===== config.mk =====
export PLATFORM = sky130hd
export DESIGN_NAME = rp_sequencer
export DESIGN_NICKNAME = d
export VERILOG_FILES = /design/src/rtl/rp_pkg.sv /design/src/rtl/rp_done_sync.sv /design/src/rtl/rp_sequencer.sv
export SDC_FILE = /design/constraint.sdc
export NUM_CORES = 1
export LEC_CHECK = 0
export CELL_PAD_IN_SITES_DETAIL_PLACEMENT = 1
export CELL_PAD_IN_SITES_GLOBAL_PLACEMENT = 1
export CORE_ASPECT_RATIO = 0.8
export CORE_MARGIN = 8
export CORE_UTILIZATION = 44
export DETAILED_ROUTE_END_ITERATION = 10
export PLACE_DENSITY = 0.95
export SLEW_MARGIN = 20
export SYNTH_ARGS = -nofsm -noshare
export SYNTH_HDL_FRONTEND = slang
export SYNTH_SLANG_ARGS = --single-unit

===== constraint.sdc =====
create_clock -name Clk -period 6.6 [get_ports Clk]
set_input_delay 0.66 -clock Clk [delete_from_list [all_inputs] [get_ports Clk]]
set_output_delay 0.66 -clock Clk [all_outputs]
set_load 0.01 [all_outputs]

===== src/rtl/rp_pkg.sv =====
// Shared definitions for the reconfigurable-partition measurement sequencer.
// Latency: n/a (types and constants only).
// Backpressure: n/a.
package rp_pkg;

  localparam int BUS_WIDTH_DEF = 32;  // default width of rp_reg_0 / rp_reg_1
  localparam int GO_DONE_BIT   = 31;  // go (rp_reg_0) and done (rp_reg_1) bit position
  localparam int COUNT_W       = 31;  // window / oscillation count width

  typedef enum logic [2:0] {
    IDLE    = 3'd0,
    RP_RST  = 3'd1,
    ARM     = 3'd2,
    WAIT    = 3'd3,
    CAPTURE = 3'd4,
    FINISH  = 3'd5,
    ERR     = 3'd6
  } rp_state_e;

endpackage


===== src/rtl/rp_done_sync.sv =====
// Brings the partition done bit into the Clk domain and qualifies it as stable.
// Latency: 2 cycles of synchronizer plus 2 cycles high before done_stable asserts.
// Backpressure: none; clr holds the qualifier off while the sequencer is not waiting.
//
// Ports:
//   Clk, Reset_n  - clock and async active-low reset
//   clr           - forces the stability counter to zero
//   done_async    - raw done bit from the oscillator domain
//   done_stable   - high once the synchronized done has been high 2 consecutive cycles
module rp_done_sync (
  input  logic Clk,
  input  logic Reset_n,
  input  logic clr,
  input  logic done_async,
  output logic done_stable
);

  logic       sync_1;
  logic       sync_2;
  logic [1:0] hi_cnt;

  always_ff @(posedge Clk or negedge Reset_n) begin
    if (!Reset_n) begin
      sync_1 <= 1'b0;
      sync_2 <= 1'b0;
    end else begin
      sync_1 <= done_async;
      sync_2 <= sync_1;
    end
  end

  // Any low cycle restarts the qualification, so a single-cycle glitch never
  // reaches done_stable.
  always_ff @(posedge Clk or negedge Reset_n) begin
    if (!Reset_n) begin
      hi_cnt <= 2'd0;
    end else if (clr || !sync_2) begin
      hi_cnt <= 2'd0;
    end else if (hi_cnt != 2'd2) begin
      hi_cnt <= hi_cnt + 2'd1;
    end
  end

  assign done_stable = (hi_cnt == 2'd2);

endmodule


===== src/rtl/rp_sequencer.sv =====
// Runs num_runs measurement runs on the reconfigurable partition and sums the counts.
// Latency per run: RST_CYCLES + 1 + done latency + 2 + 2 + 1 cycles; all outputs registered.
// Backpressure: none; start is only honoured in IDLE and is dropped otherwise.
//
// Ports:
//   Clk, Reset_n      - clock and async active-low reset
//   start             - begin a sequence (IDLE only)
//   window, num_runs  - sample window and run count, latched on an accepted start
//   busy              - sequence in progress, through the result_valid cycle
//   result_valid      - one-cycle end-of-sequence pulse (normal or timeout)
//   result_sum        - sum of captured counts
//   last_count        - count from the most recent completed run
//   timeout_err       - sticky timeout flag, cleared on an accepted start
//   rp_reg_0          - command word to partition {go, window}
//   rp_reg_1          - status word from partition {done, count}
//   rp_reset_n        - partition reset, active-low
module rp_sequencer
  import rp_pkg::*;
#(
  parameter int BUS_WIDTH      = BUS_WIDTH_DEF,
  parameter int RUNS_W         = 8,
  parameter int RST_CYCLES     = 4,
  parameter int TIMEOUT_MARGIN = 1024
) (
  input  logic                      Clk,
  input  logic                      Reset_n,
  input  logic                      start,
  input  logic [COUNT_W-1:0]        window,
  input  logic [RUNS_W-1:0]         num_runs,
  output logic                      busy,
  output logic                      result_valid,
  output logic [COUNT_W+RUNS_W-1:0] result_sum,
  output logic [COUNT_W-1:0]        last_count,
  output logic                      timeout_err,
  output logic [BUS_WIDTH-1:0]      rp_reg_0,
  input  logic [BUS_WIDTH-1:0]      rp_reg_1,
  output logic                      rp_reset_n
);

  localparam int SUM_W = COUNT_W + RUNS_W;
  localparam int RC_W  = (RST_CYCLES > 1) ? $clog2(RST_CYCLES) : 1;

  rp_state_e          state;
  rp_state_e          state_d;
  logic [COUNT_W-1:0] win_q;
  logic [RUNS_W-1:0]  runs_q;
  logic [RUNS_W-1:0]  runs_done;
  logic [RC_W-1:0]    rst_cnt;
  logic [31:0]        wait_cnt;
  logic [31:0]        wait_limit;
  logic [RUNS_W:0]    runs_next;
  logic               accept;
  logic               done_stable;
  logic [BUS_WIDTH-1:0] go_word;

  logic                 busy_d;
  logic                 valid_d;
  logic                 rstn_d;
  logic [BUS_WIDTH-1:0] reg0_d;

  rp_done_sync u_done_sync (
    .Clk         (Clk),
    .Reset_n     (Reset_n),
    .clr         (state != WAIT),
    .done_async  (rp_reg_1[GO_DONE_BIT]),
    .done_stable (done_stable)
  );

  always_comb begin
    go_word                = '0;
    go_word[GO_DONE_BIT]   = 1'b1;
    go_word[COUNT_W-1:0]   = win_q;
  end

  // 32-bit limit: a 31-bit window plus the margin cannot wrap.
  assign wait_limit = 32'(win_q) + 32'(TIMEOUT_MARGIN);
  assign runs_next  = {1'b0, runs_done} + {{RUNS_W{1'b0}}, 1'b1};
  assign accept     = (state == IDLE) && start;

  // Next state, then the output values that state_d will present once registered.
  always_comb begin
    state_d = state;
    case (state)
      IDLE:    if (start) state_d = RP_RST;
      RP_RST:  if (rst_cnt == RC_W'(RST_CYCLES - 1)) state_d = ARM;
      ARM:     state_d = WAIT;
      // Done is checked first so it wins over a coincident timeout.
      WAIT: begin
        if (done_stable)               state_d = CAPTURE;
        else if (wait_cnt >= wait_limit) state_d = ERR;
      end
      CAPTURE: state_d = (runs_next == {1'b0, runs_q}) ? FINISH : RP_RST;
      FINISH:  state_d = IDLE;
      ERR:     state_d = IDLE;
      default: state_d = IDLE;
    endcase

    busy_d  = (state_d != IDLE);
    valid_d = (state_d == FINISH) || (state_d == ERR);
    rstn_d  = 1'b0;
    reg0_d  = '0;
    if (state_d == ARM || state_d == WAIT || state_d == CAPTURE) begin
      rstn_d = 1'b1;
      reg0_d = go_word;
    end
  end

  always_ff @(posedge Clk or negedge Reset_n) begin
    if (!Reset_n) begin
      state <= IDLE;
    end else begin
      state <= state_d;
    end
  end

  always_ff @(posedge Clk or negedge Reset_n) begin
    if (!Reset_n) begin
      busy         <= 1'b0;
      result_valid <= 1'b0;
      rp_reset_n   <= 1'b0;
      rp_reg_0     <= '0;
      timeout_err  <= 1'b0;
      win_q        <= '0;
      runs_q       <= '0;
      runs_done    <= '0;
      rst_cnt      <= '0;
      wait_cnt     <= '0;
      result_sum   <= '0;
      last_count   <= '0;
    end else begin
      busy         <= busy_d;
      result_valid <= valid_d;
      rp_reset_n   <= rstn_d;
      rp_reg_0     <= reg0_d;

      if (accept) begin
        win_q       <= window;
        runs_q      <= (num_runs == '0) ? RUNS_W'(1) : num_runs;
        runs_done   <= '0;
        result_sum  <= '0;
        timeout_err <= 1'b0;
      end

      if (state_d == ERR) begin
        timeout_err <= 1'b1;
      end

      if (state == RP_RST) begin
        rst_cnt <= rst_cnt + RC_W'(1);
      end else begin
        rst_cnt <= '0;
      end

      if (state == ARM) begin
        wait_cnt <= '0;
      end else if (state == WAIT && wait_cnt != '1) begin
        wait_cnt <= wait_cnt + 32'd1;
      end

      // The partition freezes its count once done is set, so the word is stable here.
      if (state == CAPTURE) begin
        last_count <= rp_reg_1[COUNT_W-1:0];
        result_sum <= result_sum + SUM_W'(rp_reg_1[COUNT_W-1:0]);
        runs_done  <= runs_done + RUNS_W'(1);
      end
    end
  end

endmodule


==> metrics.csv, run 1 <==
metric;value;unit
status;finished clean;
Max FO, Critical Path;20;
Worst path slowest cell;o21a_1;
Inserted Clock Buffers;17;
asr flop ratio synth;100;%
critical path type;flop to flop;
Die W;191;um
max_cap viols;0;
cell area power density;419;nW/um2
Layout area overhead;24.9;%
Period minus WS final;4.74;ns
first drt pass iteration count;5;
most frequent CP cell;and4_1;
FF+latch count, synth;193;
root buffer cell;clkbuf_16;
GRT overflow;0;
die area;29700;um2
Hold Worst Slack;0.358;ns
initial drt markers;741;
Final ANT Viol Nets;0;
total track usage;23.8;%
final period utilization;71.8;%
synth warn;0;
Vias/cell;5.74;
# H-tree levels;4;
Worst Path Required;6.90;ns
Mapped Area;10700;um2
CP max stage delay;0.56;ns
Worst-Skew Late Latency;0.44;ns
largest cells by area after synthesis;dfrtp_1 (45%), nand2_1 (10%), ha_1 (7.9%), o21ai_0 (3.9%), xor2_1 (3.7%);
share of layout cells above drive strength 1;5.30;%
Initial Util;44.4;%
Worst EP arrival;5.04;ns
Yosys top cell by area;dfrtp_1;
DR WL/cell;21.3;um
I/O pins;180;
maximum vdd ir drop;196;uV
synthesized net count;1334;
first-pass GRT wire length;57000;um
Routability Congestion;0.866;
Max Clk Rate;211;MHz
setup violators final;0;
commonest non-fill, non-tap cell in the layout;nand2_1;
CTS tree;built;
leakage;6.11;nW
startpoint types;flop;
core region area;24200;um2
cell family with the largest share of critical-path delay;simple AND/OR/NAND/NOR gates;
Final nets;1489;
row count;51;
worst hold path type;flop to flop;
DR vias;9631;
Synth Flop Type;dfrtp_1;
Synth cell types;77;
IO buf count;179;
CP bufs+invs;2;
Max Root-Sink Buffers;2;
clock sinks;193;
Rel. slew slack;35.1;%
final clock skew;0.0151;ns
critical path endpoint category;flop;
Least-Margin Pin Slew;0.974;ns
sequential share of the synthesized area;45.0;%
Post-synth EDFFs;0;
TNS Setup;0;ns
final wirelength;35700;um
final slew viol count;0;
cell count after synthesis;1191;
critical path cell sequence;and4_1 -> and4_1 -> inv_1 -> nor2_1 -> and4_1 -> nand4_1 -> ha_1 -> nand2_1 -> nor3_1 -> nand2_1 -> or2_2 -> a211oi_2 -> o21a_1 -> buf_4 -> nor3b_1;
cts hold-fix bufs;0;
final std cells w/o fill;1677;
Final Power;5.62;mW
largest net degree at the start of global routing;119;
HPWL Detailed;25400;um
Worst-path clk slew;0.08;ns
Placed Cells;1644;
RSZ-0062 raised after global routing;false;
fill count;2766;
initial antenna violation count;0;
Die Height;156;um
Syn Area/Cell;9.02;um2
# diodes;0;
top-area cell type share of the netlist area;45.0;%
PostCTS Resize Cnt;0;
number of global-route vias before repair;10285;
Final Hold Fails;0;
Setup Fix Bufs, Post-CTS;0;
commonest non-fill, non-tap cells in the layout;nand2_1 (295), dfrtp_1 (193), clkdlybuf4s50_1 (178), o21ai_0 (83), nor2_1 (70);
DRC Markers;0;
==> path summary, 6_finish.rpt <==
kind / slack (ns) / cells after the start / startpoint / end
max: 1.86 / 15 / win_q[12] / rp_reg_0[20]
min: 0.36 / 0 / u_done_sync.sync_1 / u_done_sync.sync_2
max reg2reg: 1.86 / 15 / win_q[12] / rp_reg_0[20]
min reg2reg: 0.36 / 0 / u_done_sync.sync_1 / u_done_sync.sync_2
max in group asynchronous: 4.64 / 2 / Reset_n / busy
min in group asynchronous: 0.37 / 1 / Reset_n / result_sum[13]
==> state kept, by name (all words and copies together) (netlist names) <==
| signal | flops |
|---|---|
| wait_cnt | 32 |
| last_count | 31 |
| rst_cnt | 2 |
| u_done_sync.sync_1 | 1 |
| timeout_err | 1 |
| u_done_sync.sync_2 | 1 |
| rp_reg_0 | 32 |
| win_q | 31 |
| runs_done | 8 |
| state | 3 |
| runs_q | 8 |
| busy | 1 |
| result_valid | 1 |
| result_sum | 39 |
| u_done_sync.hi_cnt | 2 |
==> per-stage QoR <==
step	area (um2)	setup slack (ns)	util, %
floorplan	10700	3.16	-
global placement	12800	2.46	53.0
detailed placement	12800	2.10	53.0
CTS	13400	1.93	55.4
global route	13400	1.67	55.5
finish	13400	1.86	55.5
==> cell families after synthesis <==
group | Yosys count | synth area share (%)
xor gates and xnor gates | 83 | 6.77
DFF | 193 | 45.0
buffers and inverters | 76 | 2.84
AOI/OAI and AO/OA | 226 | 13.4
muxes | 4 | 0.373
adders and majority gates | 69 | 8.11
and+or+nand+nor | 540 | 23.6
==> per-layer routing <==
layer  routed length [um]  up-vias  GRT usage (%)
li1                     -     4413              -
met1                16200     4879           32.2
met2                17100      286           38.8
met3                 1670       53           4.00
met4                  655        0           6.97
met5                    0        -              0
==> area by class of cell <==
cell class	instances	area [um2]	share of cell area, %
Clock buffer	17	425	3.17
Inverter	23	86.3	0.643
Sequential cell	193	4830	36.0
Timing Repair Buffer	189	1880	14.0
Tap cell	318	398	2.96
Clock inverter	15	166	1.24
Multi-Input combinational cell	922	5640	42.0
==> cells in the mapped netlist, types with 13 or more instances <==
master,instances
nand3_1,29
nor2_1,70
o21ai_0,84
clkbuf_1,34
nand2_1,296
and3_1,19
nand4_1,20
nor3b_1,27
inv_1,23
buf_2,13
ha_1,68
nor3_1,23
xnor2_1,37
dfrtp_1,193
a21oi_1,68
xor2_1,46
==> power breakdown <==
part | internal [mW] | switching, mW
clock | 0.542 | 0.525
combinational | 1.16 | 1.43
sequential | 1.58 | 0.385
Note: power is estimated with default switching activity, not from simulation.
==> inputs of run 2 (changes only) <==
Settings changed: CORE_UTILIZATION 44 to 37, PLACE_DENSITY 0.95 to 0.86.
Clock period 6.6 ns to 4.05 ns, I/O delays scaled along.
==> metrics.csv, run 2 (synthesized netlist as in run 1, its figures left out) <==
metric;value;unit
status;finished clean;
# H-tree levels;4;
Routability Congestion;0.850;
Placed Instance Area;13000;um2
Setup Fix Bufs, Post-CTS;0;
Design Area, Final;13600;um2
Die Height;168;um
Max Clk Rate;263;MHz
# diodes;0;
Layout area overhead;26.5;%
final slew viol count;0;
largest net degree at the start of global routing;100;
Final ANT Viol Nets;0;
Initial Util;37.8;%
CP bufs+invs;2;
worst reg2reg path depth;16;
Worst-Skew Late Latency;0.44;ns
die area;34800;um2
Max FO, Critical Path;33;
final wirelength;33700;um
Largest regs;result_sum: 39 flops, rp_reg_0: 32 flops, wait_cnt: 32 flops;
Final nets;1494;
clock sinks;193;
Worst EP arrival;4.13;ns
DRC Markers;0;
row count;55;
CP max stage delay;0.44;ns
critical path endpoint category;flop;
PostCTS Resize Cnt;1;
Max Root-Sink Buffers;2;
DR vias;9350;
Die W;207;um
Final Hold Fails;0;
Inserted Clock Buffers;17;
max FFs per register;39;
initial antenna violation count;3;
final period utilization;93.8;%
startpoint types;flop;
commonest non-fill, non-tap cell in the layout;nand2_1;
HPWL Detailed;25000;um
root buffer cell;clkbuf_16;
maximum vdd ir drop;316;uV
max_cap viols;0;
Period minus WS final;3.80;ns
I/O pins;180;
initial drt markers;553;
Worst Path Required;4.39;ns
total track usage;19.6;%
commonest non-fill, non-tap cells in the layout;nand2_1 (295), dfrtp_1 (192), clkdlybuf4s50_1 (178), o21ai_0 (83), nor2_1 (69);
GR peak layer;met2;
Largest Register;result_sum;
setup violators final;0;
critical path cell sequence;and4_1 -> and4_1 -> inv_1 -> nor2_2 -> and4_1 -> nand2_1 -> xor2_1 -> ha_1 -> a2111oi_1 -> o21ai_0 -> o2111ai_1 -> o211a_1 -> nor2_1 -> o21a_1 -> buf_12 -> nor3_1;
worst hold path type;primary input to async pin;
Worst path slowest cell;dfrtp_1;
GRT overflow;0;
CTS tree;built;
most frequent CP cell;and4_1;
leakage;6.15;nW
Hold Worst Slack;0.0308;ns
Rel. slew slack;26.1;%
IO buf count;179;
GRT met2 Usage;30.7;%
Crit. path cell count;16;
Worst-path clk slew;0.09;ns
cell family with the largest share of critical-path delay;simple AND/OR/NAND/NOR gates;
final clock skew;0.0175;ns
met1 Usage GRT;27.7;%
cell area power density;672;nW/um2
met3 Use GR;3.43;%
core region area;28400;um2
cts hold-fix bufs;0;
Vias/cell;5.39;
Least-Margin Pin Slew;1.11;ns
first drt pass iteration count;4;
share of layout cells above drive strength 1;6.01;%
critical path type;flop to flop;
first-pass GRT wire length;54600;um
DR WL/cell;19.4;um
number of global-route vias before repair;9897;
run 2: cell types whose count changed in the layout (fill, tap and decap cells not counted), sizes merged:
cell | before | now
buf | 9 | 15
clkinvlp | 2 | 1
clkinv | 4 | 5
clkbuf | 19 | 18
run 2: cell type report:
class                   instances  area, um2
clock buffers                  17        425
clock inverters                15        186
fillers                      3225      14800
inverters                      23       86.3
multi-input cells             922       5670
flip-flops and latches        193       4830
well taps                     370        463
repair buffers                194       1940
run 2: per-layer routing:
metal,vias to the layer above,part of all wire (%)
met5,-,0.12
met3,33,4.0
li1,4433,-
met4,6,1.3
met2,177,46
met1,4701,48
run 2: report_power, final:
| group | internal (mW) | switching (mW) |
|---|---|---|
| clock | 0.892 | 0.880 |
| sequential | 2.58 | 0.610 |
| combinational | 1.91 | 2.26 |
run 2: per-stage QoR:
step	util [%]	TNS, ns	setup WS, ns	total power [mW]	instances
3_3_place_gp	45.6	0	0.382	7.12	1702
5_1_grt	47.8	-0.218	-0.0475	9.78	1734
4_1_cts	47.7	0	0.0489	9.21	1734
2_1_floorplan	-	0	0.611	5.54	1191
3_5_place_dp	45.6	0	0.127	7.36	1702
6_report	47.8	0	0.253	9.13	1734
run 2: final timing paths:
check                                   start            endpoint  slack, ns
max                                 win_q[13]         rp_reg_0[5]       0.25
min                                   Reset_n      last_count[14]       0.03
max reg2reg                         win_q[13]         rp_reg_0[5]       0.25
min reg2reg                u_done_sync.sync_1  u_done_sync.sync_2       0.36
max in group asynchronous             Reset_n      result_sum[36]       3.08
min in group Clk           u_done_sync.sync_1  u_done_sync.sync_2       0.36
run 2: worst register-to-register path: stages, from the launching register on:
cell,delay [ns]
dfrtp_1,0.44
and4_1,0.28
and4_1,0.27
inv_1,0.07
nor2_2,0.18
and4_1,0.27
nand2_1,0.08
xor2_1,0.15
ha_1,0.29
a2111oi_1,0.41
o21ai_0,0.15
o2111ai_1,0.13
o211a_1,0.21
nor2_1,0.09
o21a_1,0.24
buf_12,0.18
nor3_1,0.25
